### src/rtl/serial_word_driver.sv
// serial_word_driver: parallel-to-serial stimulus driver for the serial
// sequence detectors. Words arrive over valid/ready and leave one bit per
// clock on x. A one-word holding buffer lets consecutive words stream with
// no idle cycle between them.
module serial_word_driver #(
  parameter int WIDTH     = 8,
  parameter bit MSB_FIRST = 1'b1,
  parameter bit IDLE_BIT  = 1'b0
) (
  input  logic             clk,
  input  logic             rst,
  input  logic [WIDTH-1:0] din,
  input  logic             din_valid,
  output logic             din_ready,
  input  logic             en,
  output logic             x,
  output logic             x_valid,
  output logic             busy,
  output logic             word_done
);

  localparam int CW = (WIDTH > 1) ? $clog2(WIDTH) : 1;
  localparam logic [CW-1:0] LAST = CW'(WIDTH - 1);

  typedef enum logic {IDLE, SHIFT} state_t;

  state_t           state, state_nxt;
  logic [WIDTH-1:0] sreg, sreg_nxt;
  logic [WIDTH-1:0] hold, hold_nxt;
  logic             hold_full, hold_full_nxt;
  logic [CW-1:0]    cnt, cnt_nxt;
  logic             accept;
  logic             last_bit;
  logic [WIDTH-1:0] sreg_shifted;

  // Outputs are decoded from registered state (plus the en input).
  always_comb begin
    din_ready = !hold_full;
    accept    = din_valid && !hold_full;
    busy      = (state == SHIFT);
    x_valid   = busy && en;
    last_bit  = (cnt == LAST);
    word_done = busy && en && last_bit;
    if (state == SHIFT) x = MSB_FIRST ? sreg[WIDTH-1] : sreg[0];
    else                x = IDLE_BIT;
    if (MSB_FIRST) sreg_shifted = {sreg[WIDTH-2:0], 1'b0};
    else           sreg_shifted = {1'b0, sreg[WIDTH-1:1]};
  end

  // Next-state logic: load/shift/reload decisions for sreg, cnt and hold.
  always_comb begin
    state_nxt     = state;
    sreg_nxt      = sreg;
    cnt_nxt       = cnt;
    hold_nxt      = hold;
    hold_full_nxt = hold_full;
    case (state)
      IDLE: begin
        if (accept) begin
          sreg_nxt  = din;
          cnt_nxt   = '0;
          state_nxt = SHIFT;
        end
      end
      SHIFT: begin
        if (en && last_bit) begin
          // Held word has priority; accept cannot coincide since din_ready=0.
          if (hold_full) begin
            sreg_nxt      = hold;
            cnt_nxt       = '0;
            hold_full_nxt = 1'b0;
          end else if (accept) begin
            sreg_nxt = din;
            cnt_nxt  = '0;
          end else begin
            state_nxt = IDLE;
            cnt_nxt   = '0;
          end
        end else begin
          if (en) begin
            sreg_nxt = sreg_shifted;
            cnt_nxt  = cnt + 1'b1;
          end
          if (accept) begin
            hold_nxt      = din;
            hold_full_nxt = 1'b1;
          end
        end
      end
      default: state_nxt = IDLE;
    endcase
  end

  // State registers with asynchronous active-low reset.
  always_ff @(posedge clk or negedge rst) begin
    if (!rst) begin
      state     <= IDLE;
      sreg      <= '0;
      cnt       <= '0;
      hold      <= '0;
      hold_full <= 1'b0;
    end else begin
      state     <= state_nxt;
      sreg      <= sreg_nxt;
      cnt       <= cnt_nxt;
      hold      <= hold_nxt;
      hold_full <= hold_full_nxt;
    end
  end

endmodule

### config.mk
export PLATFORM = sky130hd
export DESIGN_NAME = serial_word_driver
export DESIGN_NICKNAME = d
export VERILOG_FILES = /design/src/rtl/serial_word_driver.sv
export SDC_FILE = /design/constraint.sdc
export NUM_CORES = 1
export LEC_CHECK = 0
export CAP_MARGIN = 20
export CORE_ASPECT_RATIO = 0.8
export CORE_UTILIZATION = 50
export CTS_BUF_LIST = sky130_fd_sc_hd__clkbuf_8
export DETAILED_ROUTE_END_ITERATION = 10
export PLACE_DENSITY = 0.76
export SLEW_MARGIN = 20
export SYNTH_ARGS = -nofsm -noshare
export SYNTH_HDL_FRONTEND = slang
export SYNTH_SLANG_ARGS = --single-unit
### constraint.sdc
create_clock -name clk -period 5.7 [get_ports clk]
set_clock_uncertainty 0.15 [all_clocks]
set_input_delay 0.855 -clock clk [delete_from_list [all_inputs] [get_ports clk]]
set_output_delay 0.855 -clock clk [all_outputs]
set_load 0.03 [all_outputs]
Word-level counts from Yosys, hierarchy flattened
Cells that the tools add are included.
- bits in registers: 21
- input port bits: 12
- logic and storage cells: 36
- $add $sub $neg: 1
- equal/unequal tests: 3
- muxes and demuxes: 16
- bitwise gates (word level): 2
- reduce and logical (&&, ||, !) cells: 9
- operators by type and width (cell ; number):
    2-to-1 mux 8 bit ; 4
    one-hot mux 8 bit (2 select lines) ; 1
    2-to-1 mux 3 bit ; 3
    2-to-1 mux 1 bit ; 6
    one-hot mux 3 bit (2 select lines) ; 1
    logical AND 1 bit ; 4
    AND reduction 2 bit ; 2
    adder 3 x 1 -> 3 bit (second input constant) ; 1
    equality test 3 bit (second input constant) ; 1
    inequality test 3 x 2 -> 1 bit (second input constant) ; 1
    AND reduction 3 bit ; 1
    inequality test 2 bit (second input constant) ; 1
    inverter 1 bit ; 2
    one-hot mux 1 bit (2 select lines) ; 1
    nonzero test 2 bit ; 1
    zero test 1 bit ; 1

Longest topological paths before layout
Gate-level depths: netlist (run 1).
- word-level depth: 6
- mapped depth: 7

Least setup slack after synthesis (run 1)
Ideal clock, no wire load.
- kind: in2out
- start: in en
- end: out x_valid
- arrival time: 1578 ps
- setup slack: 3117 ps
- stages on the path: 4
- buffers on the path: 2
- cells stage by stage: buf_2 > buf_2 > nand2_1 > inv_1
- cells in the longest elaborated chain, start to end: 1
- ends and longest elaborated chain (item ; line ; RTL):
    start, declared ; 15 ; input logic en,
    logical AND 1 bit ; 41 ; x_valid = busy && en;
    end, declared ; 17 ; output logic x_valid,
Every way passes these cells.

Worst setup path after layout (run 1)
Same ends and word-level chain as after synthesis.

==> flow_summary.rst, run 1 <==
.. list-table::
   :header-rows: 1

   * - Metric
     - Value
   * - Nets@finish
     - 157
   * - CTS Hold Buffers Added
     - 0
   * - Synthesized area divided by synthesized cell count
     - 10.2 um^2
   * - Number of cell instances on the worst register-to-register path
     - 5
   * - Routed length per placed instance
     - 15.9 um
   * - Compound-gate portion of the synthesized area
     - 0.197
   * - Worst Slack Setup Final
     - 1.82 ns
   * - Unique cell type count in the Yosys netlist
     - 30
   * - Worst setup path category
     - primary input to output port
   * - Floorplan core area
     - 2500 um^2
   * - Routed wire length
     - 2830 um
   * - Placer congestion estimate
     - 0.743
   * - Pre-CTS WS
     - 1.83 ns
   * - Number of cells upsized or downsized after cts
     - 0
   * - Sequential-to-total area share from yosys stat
     - 0.389
   * - Clock tree from TritonCTS
     - built
   * - Final clock period utilization by the worst path
     - 0.682
   * - Via Count
     - 1078
   * - Number of levels in the clock H-tree
     - 1
   * - Flop pwr share
     - 0.440
   * - Hold Path Cell Cnt
     - 1
   * - Count of buffers from port buffering
     - 16
   * - Maximum number of pins on one net before global-route repair
     - 30
   * - Number of CTS-inserted buffers
     - 3
   * - Initial antenna violation count
     - 0
   * - Static Leakage
     - 0.628 nW
   * - Synth Instances
     - 133
   * - Number of DRC markers in iteration 0
     - 39
   * - Horizontal die dimension
     - 60.2 um
   * - Final hold slack
     - roughly 0.35 ns
   * - Post-Synth XOR/XNOR Area
     - 0
   * - Mapped Nets
     - 147
   * - Post-route DRC
     - 0
   * - Number of hold violations in the final report
     - 0
   * - Number of violations of the max-capacitance limit
     - 0
   * - Switching power summed over all nets
     - 0.244 mW
   * - Most frequent standard cell in the layout excluding fill and tap cells
     - sky130_fd_sc_hd__dfrtp_1
   * - Run status
     - finished clean
   * - Vias in the first global route
     - 1054
   * - Setup repair after global routing missed its margin
     - false
   * - Final setup violation count
     - 0
   * - Fmax
     - approximately 260 MHz
   * - Vertical die dimension
     - 48.5 um
   * - Worst-case vdd ir drop
     - 258 uV
   * - All-Layer GR Usage
     - 0.218
   * - Number of search-and-repair iterations in the first detailed-routing pass
     - 4
   * - Buffer count from post-CTS setup fixing
     - 0
   * - Max-slew headroom
     - 0.363
   * - Fraction of power spent switching nets
     - 0.378
   * - Sum of overflow across all layers after global routing
     - 0
   * - Wire length of the first global-routing pass
     - 4840 um
   * - Top library cells by usage in the layout, fill and taps aside
     - 21 x sky130_fd_sc_hd__dfrtp_1, 16 x sky130_fd_sc_hd__clkdlybuf4s50_1, 14 x sky130_fd_sc_hd__nor2b_1
   * - Cell chosen for the clock root
     - sky130_fd_sc_hd__clkbuf_8
   * - Clock Latency Late Sink
     - 0.26 ns
   * - Power per cell area
     - 416 nW/um^2
   * - Part of the power in the clock network
     - 0.156
   * - Combinational family with the most area after synthesis
     - simple AND/OR/NAND/NOR gates
   * - Crit-path max FO
     - 18
   * - Filler instances
     - 217
   * - Total Negative Setup Slacks
     - 0 ns
   * - Crit path time final
     - 3.88 ns
   * - Inserted Diodes
     - 0
   * - Area occupied by registers
     - around 530 um^2
   * - DPL Wire Length
     - between 1500 and 2000 um
   * - Netlist Area Pre-Place
     - 1350 um^2
   * - Arr. time, crit path
     - 2.88 ns
   * - Area of the multi-input gates
     - 763 um^2
   * - Number of nets with antenna violations after detailed routing
     - 0
   * - Number of clock sinks seen by CTS
     - 21
   * - Crit path required time
     - around 4.7 ns
   * - Number of max-slew violations in the final report
     - 0
   * - Portion of netlist area occupied by mux cells
     - 0.0897
   * - Number of cell rows
     - 16
   * - Synth Area in Simple Gates
     - 0.259
   * - Share of post-route cells with drive strength above 1
     - 0.148
   * - Clock transition time at the flip-flop clock pins of the worst setup and hold paths
     - roughly 0.080 ns
   * - Boundary Pins
     - 17
   * - Starting utilization of the core area
     - 0.540
   * - Element type at the critical path start
     - primary input
   * - Die footprint
     - 2920 um^2
   * - Count of warnings emitted by yosys
     - 0
   * - Number of flip-flops and latches in the synthesized netlist
     - 21
   * - Bufs on Longest Clock Path
     - 2
   * - Area growth, synth to finish
     - 15.0%
   * - Tightest Pin Transition
     - 0.952 ns
   * - Combinational share of power
     - 0.404
   * - Internal portion of total power
     - between 0.4 and 0.5 mW
   * - Worst min-delay path category
     - flop to flop
   * - CP Capture Type
     - output port
   * - Post-synthesis adder-cell area fraction
     - 0.0185
   * - Post-detailed-route via-to-cell ratio
     - 6.06
worst max-delay path, stage by stage:
cell and delay (ns):
sky130_fd_sc_hd__clkdlybuf4s50_1 0.86, sky130_fd_sc_hd__nand2_1 0.36, sky130_fd_sc_hd__inv_1 0.13, sky130_fd_sc_hd__clkdlybuf4s50_1 0.67
sequential cells by signal, summed over array words and instances, names as in the netlist:
register   flops
busy           1
cnt            3
hold           8
hold_full      1
sreg           8
layer usage:
metal | global-route usage | up-vias | part of all wire
met5 | 0 | - | 0
met4 | 0.0349 | 0 | 0
met3 | 0.0561 | 0 | 0.037
met2 | 0.346 | 22 | 0.47
met1 | 0.301 | 541 | 0.49
li1 | - | 515 | -
synthesized netlist by cell type:
| library cell | number | area share |
|---|---|---|
| sky130_fd_sc_hd__nand2_1 | 4 | 0.011 |
| sky130_fd_sc_hd__nor3b_1 | 2 | 0.011 |
| sky130_fd_sc_hd__nor2b_1 | 14 | 0.065 |
| sky130_fd_sc_hd__clkbuf_1 | 5 | 0.014 |
| sky130_fd_sc_hd__clkbuf_2 | 1 | 0.0037 |
| sky130_fd_sc_hd__inv_1 | 4 | 0.011 |
| sky130_fd_sc_hd__nor4bb_1 | 2 | 0.015 |
| sky130_fd_sc_hd__and2_1 | 1 | 0.0046 |
| sky130_fd_sc_hd__o21bai_1 | 1 | 0.0056 |
| sky130_fd_sc_hd__and3b_1 | 6 | 0.039 |
| sky130_fd_sc_hd__mux2_2 | 9 | 0.075 |
| sky130_fd_sc_hd__nor2_1 | 1 | 0.0028 |
| sky130_fd_sc_hd__a31o_2 | 2 | 0.013 |
| sky130_fd_sc_hd__buf_2 | 5 | 0.018 |
| sky130_fd_sc_hd__and4bb_2 | 4 | 0.037 |
| sky130_fd_sc_hd__ha_1 | 2 | 0.018 |
| sky130_fd_sc_hd__a22o_1 | 1 | 0.0065 |
| sky130_fd_sc_hd__nand3b_1 | 9 | 0.050 |
| sky130_fd_sc_hd__o21ai_0 | 10 | 0.037 |
| sky130_fd_sc_hd__nand2b_1 | 1 | 0.0046 |
| sky130_fd_sc_hd__nand4_1 | 1 | 0.0046 |
| sky130_fd_sc_hd__nand2b_4 | 1 | 0.010 |
| sky130_fd_sc_hd__mux2i_1 | 2 | 0.015 |
| sky130_fd_sc_hd__a211oi_1 | 13 | 0.072 |
| sky130_fd_sc_hd__a21oi_1 | 1 | 0.0037 |
| sky130_fd_sc_hd__dfrtp_1 | 21 | 0.39 |
| sky130_fd_sc_hd__and3_1 | 1 | 0.0046 |
| sky130_fd_sc_hd__a211oi_4 | 1 | 0.015 |
| sky130_fd_sc_hd__o31ai_1 | 7 | 0.039 |
| sky130_fd_sc_hd__a21boi_0 | 1 | 0.0056 |
path summary, 6_finish.rpt:
check / end / slack [ns] / start
max in group asynchronous: hold[2]$_DFFE_PN0P_ / 3.86 / rst
worst min-delay path: hold[3]$_DFFE_PN0P_ / 0.35 / hold[3]$_DFFE_PN0P_
min in group asynchronous: hold[7]$_DFFE_PN0P_ / 0.97 / rst
worst min register to register: hold[3]$_DFFE_PN0P_ / 0.35 / hold[3]$_DFFE_PN0P_
worst max-delay path: x_valid / 1.82 / en
worst max register to register: sreg[5]$_DFFE_PN0P_ / 3.34 / cnt[0]$_DFFE_PN0P_
kinds of logic (layout without fill, tap and decap cells):
kind of cell	count (synthesis)	after routing
adders and majority gates	2	2
and+or+nand+nor	47	47
DFF	21	21
buffers and inverters	15	24
muxes	11	11
AOI/OAI and AO/OA	37	37
cell type report:
| cell class | count | area share |
|---|---|---|
| clock buffers | 3 | 0.0265 |
| well taps | 36 | 0.0290 |
| repair buffers | 16 | 0.103 |
| flip-flops and latches | 21 | 0.338 |
| multi-input cells | 97 | 0.491 |
| clock inverters | 1 | 0.00322 |
| inverters | 4 | 0.00965 |
power groups by stage:
stage                     Sequential (mW)  Combinational, mW  Clock, mW
after floorplan                     0.250              0.223          0
after global placement              0.283              0.252          0
after detailed placement            0.286              0.262          0
after CTS                           0.283              0.263      0.103
after global routing                0.295              0.291      0.109
final                               0.285              0.261      0.101
stage by stage:
stage	util	power [mW]	instances	instance area [um^2]
4_1_cts	0.622	0.649	178	1560
5_1_grt	0.622	0.695	178	1560
6_report	0.622	0.647	178	1560
3_3_place_gp	0.603	0.535	174	1510
2_1_floorplan	-	0.473	133	1350
3_5_place_dp	0.603	0.548	174	1510
Note: power is estimated with default switching activity, not from simulation.
==> inputs of run 2 (changes only) <==
==> constraint.sdc (replaced) <==
create_clock -name clk -period 3.6 [get_ports clk]
set_clock_uncertainty 0.15 [all_clocks]
set_input_delay 0.54 -clock clk [delete_from_list [all_inputs] [get_ports clk]]
set_output_delay 0.54 -clock clk [all_outputs]
set_load 0.03 [all_outputs]
==> flow_summary.rst, run 2 (synthesized netlist as in run 1, its figures left out) <==
.. list-table::
   :header-rows: 1

   * - Metric
     - Value
   * - Number of search-and-repair iterations in the first detailed-routing pass
     - 4 (unchanged)
   * - Nets@finish
     - 161 (+2.5%)
   * - All-Layer GR Usage
     - 0.232 (+0.0142)
   * - Placer congestion estimate
     - 0.736 (-0.96%)
   * - Clock transition time at the flip-flop clock pins of the worst setup and hold paths
     - 0.07 ns (about the same)
   * - CP Capture Type
     - output port
   * - Number of violations of the max-capacitance limit
     - 0 (unchanged)
   * - Post-route DRC
     - 0 (unchanged)
   * - Final clock period utilization by the worst path
     - 0.750
   * - Number of DRC markers in iteration 0
     - 44 (+13%)
   * - Vias in the first global route
     - 1077 (+2.2%)
   * - Count of buffers from port buffering
     - 16 (unchanged)
   * - Power per cell area
     - 651 nW/um^2 (+56%)
   * - Final total power
     - 1.03 mW (+59%)
   * - Met1 routed wirelength after detailed routing
     - 1450 um (+3.4%)
   * - Clock tree from TritonCTS
     - built
   * - Buffer count from post-CTS setup fixing
     - 0 (unchanged)
   * - Number of CTS-inserted buffers
     - 3 (unchanged)
   * - Final setup violation count
     - 0 (unchanged)
   * - Registers with the most flip-flops
     - hold x8, sreg x8, cnt x3
   * - Number of clock sinks seen by CTS
     - 21 (unchanged)
   * - Number of cells upsized or downsized after cts
     - 0 (unchanged)
   * - Crit-path max FO
     - 8 (-10)
   * - Area growth, synth to finish
     - 17.1%
   * - Delay of the slowest cell on the worst path
     - 0.67 ns (-0.19 ns)
   * - Worst hold path startpoint
     - hold[4]$_DFFE_PN0P_
   * - Sum of overflow across all layers after global routing
     - 0 (unchanged)
   * - Number of cell rows
     - 16 (unchanged)
   * - Floorplan core area
     - 2500 um^2 (unchanged)
   * - Total Negative Setup Slacks
     - 0 ns (unchanged)
   * - DPL Wire Length
     - 1970 um (+7.9%)
   * - Routed wire length
     - 2950 um (+4.2%)
   * - Via Count
     - 1091 (+1.2%)
   * - Routed length on met2
     - 1340 um (+1.4%)
   * - Arr. time, crit path
     - 2.01 ns (-0.87 ns)
   * - Most frequent standard cell in the layout excluding fill and tap cells
     - sky130_fd_sc_hd__dfrtp_1
   * - Area of the multi-input gates
     - 763 um^2 (unchanged)
   * - Clock Latency Late Sink
     - 0.26 ns (about the same)
   * - Max-slew headroom
     - 0.365 (+0.00203)
   * - Share of post-route cells with drive strength above 1
     - 0.164 (+0.0165)
   * - Vertical die dimension
     - 48.5 um (unchanged)
   * - Routed length per placed instance
     - 16.2 um (+1.9%)
   * - Die footprint
     - 2920 um^2 (unchanged)
   * - Crit path time final
     - between 2 and 3 ns
   * - Endpoint of the lowest-slack register-to-register path
     - hold[2]$_DFFE_PN0P_
   * - Initial antenna violation count
     - 0 (unchanged)
   * - Cell at the slowest stage of the critical path
     - sky130_fd_sc_hd__clkdlybuf4s50_1
   * - Core Util, Final
     - 0.633 (+0.0115)
   * - Wire length of the first global-routing pass
     - 5120 um (+5.7%)
   * - Top routing layer used
     - met4
   * - Boundary Pins
     - 17 (unchanged)
   * - Final hold slack
     - 0.350 ns (+0.0000370 ns)
   * - Number of nets with antenna violations after detailed routing
     - 0 (unchanged)
   * - Filler instances
     - 217 (unchanged)
   * - Most repeated library cell on the critical path
     - sky130_fd_sc_hd__clkdlybuf4s50_1
   * - Area occupied by registers
     - 526 um^2 (unchanged)
   * - Horizontal die dimension
     - 60.2 um (unchanged)
   * - Inserted Diodes
     - 0 (unchanged)
   * - Hold Path Cell Cnt
     - 1 (unchanged)
   * - Internal reg-to-reg setup slack
     - 1.35 ns (-1.99 ns)
   * - Critical path cell sequence
     - clkdlybuf4s50_1 -> nand2_1 -> inv_1 -> clkdlybuf4s50_1
   * - Worst min-delay path category
     - flop to flop
   * - Worst-case vdd ir drop
     - 311 uV (+20%)
   * - Hold Crit Endpoint
     - hold[4]$_DFFE_PN0P_
   * - Number of cell instances on the worst register-to-register path
     - 5 (unchanged)
   * - Bufs on Longest Clock Path
     - 2 (unchanged)
   * - Worst setup path category
     - primary input to output port
   * - Element type at the critical path start
     - primary input
   * - Run status
     - finished clean
   * - Crit path required time
     - 2.91 ns (-1.79 ns)
   * - Top library cells by usage in the layout, fill and taps aside
     - 21 x sky130_fd_sc_hd__dfrtp_1, 16 x sky130_fd_sc_hd__clkdlybuf4s50_1, 14 x sky130_fd_sc_hd__nor2b_1
   * - Maximum number of pins on one net before global-route repair
     - 29 (-3.3%)
   * - Number of max-slew violations in the final report
     - 0 (unchanged)
   * - Number of levels in the clock H-tree
     - 1 (unchanged)
   * - CTS Hold Buffers Added
     - 0 (unchanged)
   * - Post-detailed-route via-to-cell ratio
     - 5.99 (-1.0%)
   * - Static Leakage
     - 0.649 nW (+3.3%)
   * - Number of hold violations in the final report
     - 0 (unchanged)
   * - Setup repair after global routing missed its margin
     - false
   * - Tightest Pin Transition
     - 0.949 ns (-0.00304 ns)
   * - Total length of routed met3 wires
     - 135 um (+29%)
   * - Starting utilization of the core area
     - 0.540 (unchanged)
   * - Fmax
     - 370 MHz
   * - Cell chosen for the clock root
     - sky130_fd_sc_hd__clkbuf_8
   * - Crit Reg-Reg Startpoint
     - cnt[0]$_DFFE_PN0P_
-- run 2: cell types whose count changed in the layout (fill, tap and decap cells not counted), sizes merged --
cell    delta
clkinv     -1
buf        +4
inv        +1
-- run 2: through the flow --
step | cell area (um^2) | std cells | setup slack, ns
after CTS | 1580 | 182 | 0.909
after global routing | 1580 | 182 | 0.810
after detailed placement | 1540 | 178 | 0.912
after global placement | 1540 | 178 | 0.909
final | 1580 | 182 | 0.898
after floorplan | 1350 | 133 | 1.64
-- run 2: worst max-delay path by stage --
stage	from	end	slack, ns	cells past startpoint
global placement	en	x_valid	0.91	4
floorplan	busy$_DFF_PN0_	x_valid	1.64	4
global route	en	x_valid	0.81	4
detailed placement	en	x_valid	0.91	4
CTS	en	x_valid	0.91	4
finish	en	x_valid	0.90	4
-- run 2: metal layers --
metal,GRT usage,up-vias
li1,-,530
met1,0.322,533
met2,0.352,24
met3,0.0615,4
met4,0.0659,0
met5,0,-
-- run 2: area by class of cell --
type,instances,share of cell area
Clock inverter,1,0.00237
Timing Repair Buffer,20,0.120
Clock buffer,3,0.0261
Multi-Input combinational cell,97,0.482
Tap cell,36,0.0284
Inverter,4,0.00948
Sequential cell,21,0.332
-- run 2: worst max-delay path, delay by kind of cell --
kind                   cells  cell delay, ns
buffers and inverters      3            1.27
AND/OR/NAND/NOR            1            0.21
-- run 2: report_power, final --
group | internal [mW] | switching (mW) | total [mW]
registers | 0.336 | 0.0834 | 0.419
clock network | 0.0760 | 0.0764 | 0.152
logic | 0.234 | 0.226 | 0.459
total | 0.645 | 0.385 | 1.03
